$ cat src/rtl/fp32_adder_pkg.sv
// rtl/fp32_adder_pkg.sv - shared FP32 field constants and widths for the dual-lane adder
// Purpose: single home for the IEEE-754 single field layout and the default
//          datapath widths used by the alignment stage and its lane datapath.
// Ports:   none (package).
package fp32_adder_pkg;

  // IEEE-754 single precision field layout
  localparam int FP_SIGN_BIT   = 31;
  localparam int FP_EXP_MSB    = 30;
  localparam int FP_EXP_LSB    = 23;
  localparam int FP_FRAC_MSB   = 22;
  localparam int FP_FRAC_LSB   = 0;
  localparam int FP_EXP_BIAS   = 127;

  // Default datapath widths
  localparam int DEF_EXPONENT_WIDTH = FP_EXP_MSB - FP_EXP_LSB + 1;
  localparam int DEF_MANTISA_WIDTH  = 24;

  // The aligned sum carries one extra bit so the signed result of two
  // sub-2^23 magnitudes always fits.
  localparam int SUM_SIGN_BITS = 1;
  localparam int DEF_SUM_WIDTH = DEF_MANTISA_WIDTH + SUM_SIGN_BITS;

endpackage

$ cat src/rtl/fp32_align_lane.sv
// rtl/fp32_align_lane.sv - combinational unpack/compare and shift/add datapath for one lane
// Purpose: front part (unpack, pick big operand, exponent difference) feeds the
//          stage-1 registers; back part (align small, sign terms, add) consumes
//          the stage-1 registers and produces the signed aligned sum.
// Ports:
//   i_a, i_b          FP32 operands of this lane
//   o_big_*/o_small_* unpacked big/small operand fields (to stage-1 registers)
//   o_diff            exponent difference exp_big - exp_small
//   i_big_*/i_small_*, i_diff  registered stage-1 fields
//   o_sum             signed two's-complement aligned mantissa sum
module fp32_align_lane
  import fp32_adder_pkg::*;
#(
  parameter int EW = DEF_EXPONENT_WIDTH,
  parameter int MW = DEF_MANTISA_WIDTH,
  parameter int SW = DEF_SUM_WIDTH
) (
  input  logic [31:0]   i_a,
  input  logic [31:0]   i_b,
  output logic          o_big_sign,
  output logic [EW-1:0] o_big_exp,
  output logic [MW-1:0] o_big_mag,
  output logic          o_small_sign,
  output logic [MW-1:0] o_small_mag,
  output logic [EW-1:0] o_diff,
  input  logic          i_big_sign,
  input  logic [MW-1:0] i_big_mag,
  input  logic          i_small_sign,
  input  logic [MW-1:0] i_small_mag,
  input  logic [EW-1:0] i_diff,
  output logic [SW-1:0] o_sum
);

  logic          w_sign_a, w_sign_b;
  logic [EW-1:0] w_exp_a, w_exp_b;
  logic [MW-1:0] w_mag_a, w_mag_b;
  logic          w_a_big;
  logic [EW-1:0] w_small_exp;
  logic          w_unused_frac_lsb;

  assign w_sign_a = i_a[FP_SIGN_BIT];
  assign w_sign_b = i_b[FP_SIGN_BIT];
  assign w_exp_a  = i_a[FP_EXP_LSB +: EW];
  assign w_exp_b  = i_b[FP_EXP_LSB +: EW];

  // Magnitude keeps a zero MSB as sum headroom, so the last fraction bit is
  // dropped. A zero exponent (zero or denormal) contributes nothing.
  assign w_mag_a = (w_exp_a == '0) ? '0 : {1'b0, 1'b1, i_a[FP_FRAC_MSB -: (MW-2)]};
  assign w_mag_b = (w_exp_b == '0) ? '0 : {1'b0, 1'b1, i_b[FP_FRAC_MSB -: (MW-2)]};
  assign w_unused_frac_lsb = i_a[FP_FRAC_LSB] ^ i_b[FP_FRAC_LSB];

  // Exponent tie selects a
  assign w_a_big = (w_exp_a >= w_exp_b);

  assign o_big_sign   = w_a_big ? w_sign_a : w_sign_b;
  assign o_big_exp    = w_a_big ? w_exp_a  : w_exp_b;
  assign o_big_mag    = w_a_big ? w_mag_a  : w_mag_b;
  assign o_small_sign = w_a_big ? w_sign_b : w_sign_a;
  assign o_small_mag  = w_a_big ? w_mag_b  : w_mag_a;
  assign w_small_exp  = w_a_big ? w_exp_b  : w_exp_a;
  assign o_diff       = o_big_exp - w_small_exp;

  logic          w_shift_out;
  logic [MW-1:0] w_small_aligned;
  logic [SW-1:0] w_big_ext, w_small_ext;
  logic [SW-1:0] w_big_term, w_small_term;

  assign w_shift_out     = (i_diff >= EW'(MW));
  assign w_small_aligned = w_shift_out ? '0 : (i_small_mag >> i_diff);

  // Magnitudes are unsigned, so sign extension is a zero pad
  assign w_big_ext   = {{(SW-MW){1'b0}}, i_big_mag};
  assign w_small_ext = {{(SW-MW){1'b0}}, w_small_aligned};

  assign w_big_term   = i_big_sign   ? (SW'(0) - w_big_ext)   : w_big_ext;
  assign w_small_term = i_small_sign ? (SW'(0) - w_small_ext) : w_small_ext;

  assign o_sum = w_big_term + w_small_term;

endmodule

$ cat src/rtl/fp32_adder_dual_alignment_stage.sv
// rtl/fp32_adder_dual_alignment_stage.sv - two-lane FP32 adder alignment front end, 2-stage pipeline
// Purpose: unpack two independent operand pairs, pick the larger exponent,
//          align the smaller mantissa and form a signed mantissa sum per lane.
//          Both lanes share one valid/ready pipeline with a global stall.
// Ports:
//   clk, rst_n                    clock, async active-low reset
//   in_valid/in_ready             operand handshake
//   a_0, b_0, a_1, b_1            FP32 operands, lane 0 and lane 1
//   out_valid/out_ready           result handshake
//   exponent_big_0/1              larger biased exponent per lane
//   add_0/1                       signed aligned mantissa sum per lane
module fp32_adder_dual_alignment_stage
  import fp32_adder_pkg::*;
#(
  parameter int EXPONENT_WIDTH = DEF_EXPONENT_WIDTH,
  parameter int MANTISA_WIDTH  = DEF_MANTISA_WIDTH
) (
  input  logic                                   clk,
  input  logic                                   rst_n,
  input  logic                                   in_valid,
  output logic                                   in_ready,
  input  logic [31:0]                            a_0,
  input  logic [31:0]                            b_0,
  input  logic [31:0]                            a_1,
  input  logic [31:0]                            b_1,
  output logic                                   out_valid,
  input  logic                                   out_ready,
  output logic [EXPONENT_WIDTH-1:0]              exponent_big_0,
  output logic [EXPONENT_WIDTH-1:0]              exponent_big_1,
  output logic [MANTISA_WIDTH+SUM_SIGN_BITS-1:0] add_0,
  output logic [MANTISA_WIDTH+SUM_SIGN_BITS-1:0] add_1
);

  localparam int EW = EXPONENT_WIDTH;
  localparam int MW = MANTISA_WIDTH;
  localparam int SW = MANTISA_WIDTH + SUM_SIGN_BITS;

  logic w_stall;

  // Lane operand views
  logic [1:0][31:0] w_a, w_b;
  assign w_a[0] = a_0;
  assign w_a[1] = a_1;
  assign w_b[0] = b_0;
  assign w_b[1] = b_1;

  // Stage-1 combinational fields
  logic [1:0]         w_big_sign, w_small_sign;
  logic [1:0][EW-1:0] w_big_exp, w_diff;
  logic [1:0][MW-1:0] w_big_mag, w_small_mag;
  logic [1:0][SW-1:0] w_sum;

  // Stage-1 registers
  logic               r_s1_valid;
  logic [1:0]         r_s1_big_sign, r_s1_small_sign;
  logic [1:0][EW-1:0] r_s1_big_exp, r_s1_diff;
  logic [1:0][MW-1:0] r_s1_big_mag, r_s1_small_mag;

  // Output registers
  logic               r_out_valid;
  logic [1:0][EW-1:0] r_exp_big;
  logic [1:0][SW-1:0] r_add;

  for (genvar l = 0; l < 2; l++) begin : g_lane
    fp32_align_lane #(
      .EW (EW),
      .MW (MW),
      .SW (SW)
    ) u_lane (
      .i_a          (w_a[l]),
      .i_b          (w_b[l]),
      .o_big_sign   (w_big_sign[l]),
      .o_big_exp    (w_big_exp[l]),
      .o_big_mag    (w_big_mag[l]),
      .o_small_sign (w_small_sign[l]),
      .o_small_mag  (w_small_mag[l]),
      .o_diff       (w_diff[l]),
      .i_big_sign   (r_s1_big_sign[l]),
      .i_big_mag    (r_s1_big_mag[l]),
      .i_small_sign (r_s1_small_sign[l]),
      .i_small_mag  (r_s1_small_mag[l]),
      .i_diff       (r_s1_diff[l]),
      .o_sum        (w_sum[l])
    );
  end

  // A held output freezes the whole pipe, so nothing can be overwritten
  assign w_stall  = r_out_valid & ~out_ready;
  assign in_ready = ~w_stall;

  always_ff @(posedge clk or negedge rst_n) begin
    if (!rst_n) begin
      r_s1_valid      <= 1'b0;
      r_s1_big_sign   <= '0;
      r_s1_small_sign <= '0;
      r_s1_big_exp    <= '0;
      r_s1_diff       <= '0;
      r_s1_big_mag    <= '0;
      r_s1_small_mag  <= '0;
      r_out_valid     <= 1'b0;
      r_exp_big       <= '0;
      r_add           <= '0;
    end else if (!w_stall) begin
      r_s1_valid      <= in_valid;
      r_s1_big_sign   <= w_big_sign;
      r_s1_small_sign <= w_small_sign;
      r_s1_big_exp    <= w_big_exp;
      r_s1_diff       <= w_diff;
      r_s1_big_mag    <= w_big_mag;
      r_s1_small_mag  <= w_small_mag;
      r_out_valid     <= r_s1_valid;
      r_exp_big       <= r_s1_big_exp;
      r_add           <= w_sum;
    end
  end

  assign out_valid      = r_out_valid;
  assign exponent_big_0 = r_exp_big[0];
  assign exponent_big_1 = r_exp_big[1];
  assign add_0          = r_add[0];
  assign add_1          = r_add[1];

endmodule

$ cat config.mk
export PLATFORM = sky130hd
export DESIGN_NAME = fp32_adder_dual_alignment_stage
export DESIGN_NICKNAME = d
export VERILOG_FILES = /design/src/rtl/fp32_adder_pkg.sv /design/src/rtl/fp32_align_lane.sv /design/src/rtl/fp32_adder_dual_alignment_stage.sv
export SDC_FILE = /design/constraint.sdc
export NUM_CORES = 1
export LEC_CHECK = 0
export ABC_AREA = 0
export BUFFER_PORTS_ARGS = -buffer_cell sky130_fd_sc_hd__buf_4
export CAP_MARGIN = 20
export CELL_PAD_IN_SITES_DETAIL_PLACEMENT = 1
export CELL_PAD_IN_SITES_GLOBAL_PLACEMENT = 1
export CORE_MARGIN = 1.5
export CORE_UTILIZATION = 25
export DETAILED_ROUTE_END_ITERATION = 8
export PLACE_DENSITY = 0.55
export SLEW_MARGIN = 30
export SYNTH_ARGS = -nofsm -noshare
export SYNTH_HDL_FRONTEND = slang
export SYNTH_SLANG_ARGS = --single-unit
$ cat constraint.sdc
create_clock -name clk -period 6.2 [get_ports clk]
set_input_delay 0.93 -clock clk [delete_from_list [all_inputs] [get_ports clk]]
set_output_delay 0.93 -clock clk [all_outputs]
set_load 0.01 [all_outputs]
==> qor.txt, run 1 <==
SETUP PATH
------------------------------------------------------------------------------------------
Kind of start point of the critical path ....................................    flip-flop
Family with the most delay on the worst path ................................ compound AO/OA/AOI/OAI gates
List of cells traversed by the critical path ................................ or4b_1 > o22ai_1 > o21bai_1 > a221oi_1 > and4bb_2 > nand3_1 > o21ai_0 > xor2_1 > ha_1 > a21oi_1 > nor2b_1 > or2_2 > a2111o_1 > o221ai_1 > o221ai_1 > a31o_2 > a21oi_1 > xor2_1 > o21ai_0
Crit-path slowest cell ......................................................       or4b_1
Delay of the slowest cell on the worst path .................................       660 ps
Total buffers and inverters traversed by the critical path ..................            0
Required time of the critical path ..........................................      6550 ps
Worst-path fanout max .......................................................           13
Critical path capture point type ............................................    flip-flop
Arr. time, crit path ........................................................      6090 ps
Kind of critical path .......................................................      reg2reg

FINISH
------------------------------------------------------------------------------------------
Final-stage net count .......................................................        2,346
Share of cells above drive strength 1 .......................................       0.1689
Diodes inserted .............................................................            0
Summed area of non-filler cells in the final layout .........................   19,400 um2
Layout overhead on the synthesized area .....................................       18.88%

DRT
------------------------------------------------------------------------------------------
Number of remaining DRC errors ..............................................            0
TritonRoute pass-1 iters ....................................................            5
Routed Wire Length ..........................................................    63,480 um
Routed wire per std cell ....................................................     21.09 um
Total vias in the final route ...............................................       15,873
Detailed Route Iter0 Violations .............................................          833
DRT antenna net count .......................................................            0
Avg Vias per Cell ...........................................................        5.273

YOSYS
------------------------------------------------------------------------------------------
Number of warning messages in the yosys log .................................            0
Area contributors post-synth ................................................ dfrtp_1, nand2_1, nor2_1, ha_1, xnor2_1
Share of the synthesized area in the top cell type ..........................       0.3006
Most frequently used flop master after synthesis ............................      dfrtp_1
Syn Std Cell Area ...........................................................   16,320 um2
Commonest cells in the netlist .............................................. nand2_1, nor2_1, dfrtp_1
Synth Area in XOR/XNOR ......................................................      0.06655
Cell taking the most area after synthesis ...................................      dfrtp_1
Mux share of post-synthesis cell area .......................................      0.08442
Adder-cell share of the synthesized area ....................................      0.05613
Fraction of synthesis flops using an asynchronous set or reset pin ..........        1.000
Post-synthesis compound-gate area fraction ..................................       0.2229
Largest family of logic cells by synthesized area ........................... simple AND/OR/NAND/NOR gates
Fraction of the yosys area taken by sequential cells ........................       0.3006
Synth unique cells ..........................................................           85
Number of flip-flops and latches in the synthesized netlist .................          196
Top-count cell post-synth ...................................................      nand2_1
EDFF count, synth ...........................................................            0
Fraction of the mapped netlist area in simple logic gates ...................       0.2239
Cells after Synth ...........................................................        2,014
Post-synth net total ........................................................        2,218
Synth Area per Inst .........................................................    8.102 um2

PLACEMENT
------------------------------------------------------------------------------------------
Input/output buffers ........................................................          195
Placed cell areas ...........................................................   18,720 um2
Weighted congestion reported at the end of routability-driven placement .....       0.8839
Estimated wirelength of the detail-placed design ............................    50,150 um

POWER AND IR DROP
------------------------------------------------------------------------------------------
Peak VDD IR .................................................................    0.2799 mV
Leakage dissipation .........................................................     8.270 nW
Cell Pwr Density ............................................................ 403.2 nW/um2

GLOBAL ROUTING
------------------------------------------------------------------------------------------
First-pass GRT wire length ..................................................    98,790 um
Congestion Overflow GR ......................................................            0
Antenna violations before repair ............................................            4
Global-route usage over all layers ..........................................       0.1905
Via count of the first global-routing pass ..................................       16,123
Maximum number of pins on one net before global-route repair ................          196

CLOCK NETWORK
------------------------------------------------------------------------------------------
Cell at the root of the clock tree ..........................................    clkbuf_16
CTS tree ....................................................................          yes
TritonCTS sink count ........................................................          196
Number of levels the H-tree was split into ..................................            4
Deepest clock path buffer count .............................................            2
Hold-fix buffer count after cts .............................................            0
CTS-repair resized insts ....................................................            0
Number of buffers inserted by post-CTS setup repair .........................            0
Clock latency of the later-clocked register in the worst-skew pair ..........       500 ps
Number of clock buffers inserted by TritonCTS ...............................           17
Clock edge transition at the registers on the reported setup and hold paths .        80 ps

TIMING
------------------------------------------------------------------------------------------
Number of hold violations in the final report ...............................            0
Final setup viols ...........................................................            0
Slew at the pin closest to its max-slew limit ...............................     896.9 ps
Setup TNS ...................................................................         0 ps
Portion of the clock cycle consumed by the worst path in the final layout ...       0.9257
Achievable frequency ........................................................    174.2 MHz
Worst max-slew margin expressed relative to the limit .......................       0.3966
Count of pins over their slew limit .........................................            0
Crit path time final ........................................................      5739 ps
RSZ-0062 raised after global routing ........................................        false
Worst-case clock skew .......................................................     12.17 ps

FLOORPLAN
------------------------------------------------------------------------------------------
Initial cell density of the core ............................................       0.2531
Die Span X ..................................................................     258.5 um
Count of standard-cell rows .................................................           93
Core area ...................................................................   64,460 um2
Die Footprint ...............................................................   66,810 um2
Number of top-level pins ....................................................          200
Vertical die dimension ......................................................     258.5 um

RUN
------------------------------------------------------------------------------------------
Number of violations of the max-capacitance limit ...........................            0

WORST HOLD PATH
------------------------------------------------------------------------------------------
Worst Hold Class ............................................................     in2async

OUTCOME
------------------------------------------------------------------------------------------
Status ...................................................................... finished clean

stage by stage:
stage	worst slack [ps]	util	power, mW	hold WS [ps]	cells
floorplan	1226	-	4.950	430.0	2014
global placement	522.0	0.2902	6.456	440.6	2978
detailed placement	310.1	0.2904	6.558	446.7	2978
CTS	278.4	0.3008	7.916	367.5	3010
global route	133.6	0.3009	8.479	393.3	3010
finish	460.8	0.3009	7.821	395.1	3010
flip-flops by register name (all words and copies together), names as in the netlist:
register	cells
r_s1_valid	1
r_s1_big_exp	16
r_s1_big_mag	46
r_s1_small_sign	2
exponent_big_1	8
add_0	25
add_1	25
r_s1_small_mag	46
exponent_big_0	8
r_s1_big_sign	2
r_s1_diff	16
out_valid	1
layout make-up:
type | count | area (um2)
fillers | 7699 | 45070
flip-flops and latches | 196 | 4905
well taps | 855 | 1070
repair buffers | 236 | 1828
inverters | 56 | 217.7
multi-input cells | 1635 | 10710
clock inverters | 15 | 245.2
clock buffers | 17 | 425.4
cell families after synthesis:
family,Yosys count
compound gates,542
buf+inv,183
fa+ha+maj,72
mux,100
flops,196
xor+xnor,124
simple gates,797
placed cells by master, fill, tap and decap left out, types with 13 or more instances in the layout:
cell type	count
inv_1	52
nand3_1	117
a21o_1	13
o22ai_1	14
a221oi_1	48
o31ai_1	28
nor2_1	248
a31oi_1	70
o21a_1	25
nor3_1	33
mux2i_1	51
nand2_1	253
o21ai_0	107
a21oi_1	108
or3_1	23
nand2b_1	30
ha_1	70
xnor2_1	91
xor2_1	33
mux4_2	28
dfrtp_1	196
buf_4	231
clkbuf_16	17
mux2_2	20
o211ai_1	14
power breakdown:
| group | switching [mW] | total (mW) | internal, mW | leakage [nW] |
|---|---|---|---|---|
| clock | 0.604 | 1.30 | 0.696 | 0.322 |
| combinational | 2.51 | 4.42 | 1.91 | 5.67 |
| sequential | 0.454 | 2.10 | 1.65 | 2.28 |
final timing paths:
check	start	to	slack [ps]	depth (start not counted)
setup / recovery	r_s1_diff[15]	add_1[21]	460	19
hold / removal	rst_n	r_s1_big_mag[32]	400	1
setup reg to reg	r_s1_diff[15]	add_1[21]	460	19
hold reg to reg	r_s1_valid	r_s1_valid	460	2
max in group asynchronous	rst_n	add_0[14]	4600	2
min in group clk	r_s1_valid	r_s1_valid	460	2
routing by layer:
metal,vias up,wire [um],share of wire,GRT usage
met4,8,924,0.015,0.04451
met1,7929,31980,0.50,0.2747
li1,7616,-,-,-
met5,-,62,0.00098,0
met2,270,27860,0.44,0.2892
met3,50,2656,0.042,0.03961
No activity file was read; power rests on OpenSTA's default activity.
==> run 2, diff against run 1 <==
- CORE_UTILIZATION: 25 -> 30
- PLACE_DENSITY: 0.55 -> 0.63
==> run 2 against run 1 <==
Effect of this change: clock power shrank 8%; routed wire length shrank 3.9%; critical path type unchanged; utilization up 5.5 points; worst setup slack lost 26 ps.
==> qor.txt, run 2 (same netlist as run 1, synthesis figures left out) <==
SETUP PATH
------------------------------------------------------------------------------------------
Reg2Reg Setup Slack .........................................................       430 ps
Kind of critical path .......................................................      reg2reg
Arr. time, crit path ........................................................      6130 ps
List of cells traversed by the critical path ................................ buf_4 > mux4_2 > a22o_1 > a32oi_1 > o21ai_0 > and4bb_2 > nand3_1 > o21ai_0 > xor2_1 > ha_1 > a21oi_1 > nor2b_1 > or2_2 > a2111o_1 > o221ai_1 > o221ai_1 > a31o_2 > a21oi_1 > xor2_1 > o21ai_0
Family with the most delay on the worst path ................................ compound AO/OA/AOI/OAI gates
Reg-to-reg startpoint ....................................................... r_s1_diff[10]
Critical Path End ...........................................................    add_1[21]
Required time of the critical path ..........................................      6560 ps
Crit-path slowest cell ......................................................      dfrtp_1
Kind of start point of the critical path ....................................    flip-flop
Capture point of the worst reg-to-reg path ..................................    add_1[21]
Critical path launch point .................................................. r_s1_diff[10]
Critical path capture point type ............................................    flip-flop
Worst R2R Path Depth ........................................................           20
Logic depth of the worst setup path including buffers .......................           20
Worst-path fanout max .......................................................           22
Most repeated library cell on the critical path .............................      o21ai_0
Total buffers and inverters traversed by the critical path ..................            1
Delay of the slowest cell on the worst path .................................       600 ps

POWER AND IR DROP
------------------------------------------------------------------------------------------
Power share of the sequential group .........................................        0.274
Cell Pwr Density ............................................................ 402.1 nW/um2
Leakage dissipation .........................................................     8.241 nW
Combinational Power Share ...................................................        0.571
Part of the total power dissipated in the clock network .....................        0.155
Int Power ...................................................................     4.123 mW
Net Sw Frac .................................................................       0.4640
Peak VDD IR .................................................................    0.1873 mV
Net load switching power ....................................................     3.569 mW

FINISH
------------------------------------------------------------------------------------------
Number of fill cells ........................................................        6,422
Top library cells by usage in the layout, fill and taps aside ............... nand2_1, nor2_1, buf_4
Area used by sequential logic in the layout .................................     4906 um2
Final-stage net count .......................................................        2,346
Footprint of the multi-input gates ..........................................   10,730 um2
Leading cell type in the layout, fill and taps excluded .....................      nand2_1
Share of cells above drive strength 1 .......................................       0.1712
Diodes inserted .............................................................            0
Layout overhead on the synthesized area .....................................       17.24%
Registers with the most flip-flops .......................................... r_s1_big_mag x46, r_s1_small_mag x46
Util after Layout ...........................................................       0.3555
Final cell count without fillers ............................................        2,851

WORST HOLD PATH
------------------------------------------------------------------------------------------
Worst Hold Class ............................................................      reg2reg
Hold path start .............................................................   r_s1_valid

TIMING
------------------------------------------------------------------------------------------
RSZ-0062 raised after global routing ........................................        false
Portion of the clock cycle consumed by the worst path in the final layout ...       0.9299
Crit path time final ........................................................      5765 ps
Slew at the pin closest to its max-slew limit ...............................     927.7 ps
Setup TNS ...................................................................         0 ps
Count of pins over their slew limit .........................................            0
Number of hold violations in the final report ...............................            0
Final setup viols ...........................................................            0
Achievable frequency ........................................................    173.4 MHz
Worst max-slew margin expressed relative to the limit .......................       0.3758
Worst-case clock skew .......................................................     11.50 ps

PLACEMENT
------------------------------------------------------------------------------------------
Weighted congestion reported at the end of routability-driven placement .....       0.8778
Estimated wirelength of the detail-placed design ............................    47,830 um
Count of placed standard cells including taps ...............................        2,819
Input/output buffers ........................................................          195

GLOBAL ROUTING
------------------------------------------------------------------------------------------
Via count of the first global-routing pass ..................................       16,264
First-pass GRT wire length ..................................................    96,480 um
Maximum number of pins on one net before global-route repair ................          114
Congestion Overflow GR ......................................................            0
Global-route usage over all layers ..........................................       0.2217
Antenna violations before repair ............................................            0

DRT
------------------------------------------------------------------------------------------
Total vias in the final route ...............................................       15,885
Number of remaining DRC errors ..............................................            0
DRT antenna net count .......................................................            0
Detailed Route Iter0 Violations .............................................          883
Routed Wire Length ..........................................................    61,020 um
Routed wire per std cell ....................................................     21.40 um
TritonRoute pass-1 iters ....................................................            5
Avg Vias per Cell ...........................................................        5.572

CLOCK NETWORK
------------------------------------------------------------------------------------------
Number of clock buffers inserted by TritonCTS ...............................           17
Cell at the root of the clock tree ..........................................    clkbuf_16
CTS tree ....................................................................          yes
Deepest clock path buffer count .............................................            2
CTS-repair resized insts ....................................................            0
Number of levels the H-tree was split into ..................................            4
Clock latency of the later-clocked register in the worst-skew pair ..........       510 ps
TritonCTS sink count ........................................................          196
Hold-fix buffer count after cts .............................................            0
Number of buffers inserted by post-CTS setup repair .........................            0
Clock edge transition at the registers on the reported setup and hold paths .        80 ps

FLOORPLAN
------------------------------------------------------------------------------------------
Initial cell density of the core ............................................       0.3032
Core area ...................................................................   53,810 um2
Die Footprint ...............................................................   55,800 um2
Vertical die dimension ......................................................     236.2 um
Die Span X ..................................................................     236.2 um
Count of standard-cell rows .................................................           85
Number of top-level pins ....................................................          200

RUN
------------------------------------------------------------------------------------------
Number of violations of the max-capacitance limit ...........................            0

OUTCOME
------------------------------------------------------------------------------------------
Status ...................................................................... finished clean

[run 2: changes by cell type in the layout (fill, tap and decap cells not counted), moves of 2 or more]
cell,delta
bufinv_16,-3
a21oi_1,-2
a21oi_2,+2
buf_12,-2
buf_4,+2
inv_6,+2
[run 2: cell type report]
type / count / share of cell area
Clock buffer: 17 / 0.02224
Clock inverter: 15 / 0.009613
Inverter: 56 / 0.01138
Multi-Input combinational cell: 1635 / 0.5606
Sequential cell: 196 / 0.2564
Tap cell: 696 / 0.04552
Timing Repair Buffer: 236 / 0.09424
[run 2: worst min path at each step]
| stage | slack, ps | endpoint | cells after the start |
|---|---|---|---|
| floorplan | 430 | r_s1_valid | 2 |
| global placement | 440 | r_s1_valid | 2 |
| detailed placement | 460 | r_s1_valid | 2 |
| CTS | 480 | r_s1_valid | 2 |
| global route | 500 | r_s1_valid | 2 |
| finish | 470 | out_valid | 1 |
[run 2: metal layers]
| metal | routed length (um) | vias up | part of all wire | global-route usage |
|---|---|---|---|---|
| li1 | - | 7615 | - | - |
| met1 | 31350 | 7940 | 0.51 | 0.3249 |
| met2 | 26220 | 285 | 0.43 | 0.3312 |
| met3 | 2474 | 45 | 0.041 | 0.04260 |
| met4 | 973 | 0 | 0.016 | 0.05730 |
| met5 | 0 | - | 0 | 0 |
[run 2: worst reg2reg max path, stage by stage (launching register included)]
cell and delay, ps:
dfrtp_1 600, buf_4 370, mux4_2 370, a22o_1 290, a32oi_1 160, o21ai_0 200, and4bb_2 400, nand3_1 230
o21ai_0 280, xor2_1 230, ha_1 320, a21oi_1 180, nor2b_1 70, or2_2 280, a2111o_1 400, o221ai_1 200
o221ai_1 270, a31o_2 320, a21oi_1 160, xor2_1 180, o21ai_0 100
[run 2: power by group through the flow]
stage	combinational [mW]	sequential, mW	clock, mW
CTS	4.40	2.11	1.24
detailed placement	4.37	2.13	0
floorplan	2.96	1.99	0
global route	4.88	2.17	1.27
finish	4.39	2.11	1.19
global placement	4.29	2.12	0
[run 2: metrics by stage]
step	hold WS [ps]	cell area, um2	power, mW	setup WS [ps]
5_1_grt	504.9	19130	8.322	38.79
6_report	472.7	19130	7.693	434.6
2_1_floorplan	430.0	16320	4.950	1226
3_5_place_dp	456.3	18500	6.500	298.4
3_3_place_gp	440.3	18480	6.407	386.8
4_1_cts	476.3	19110	7.743	234.3
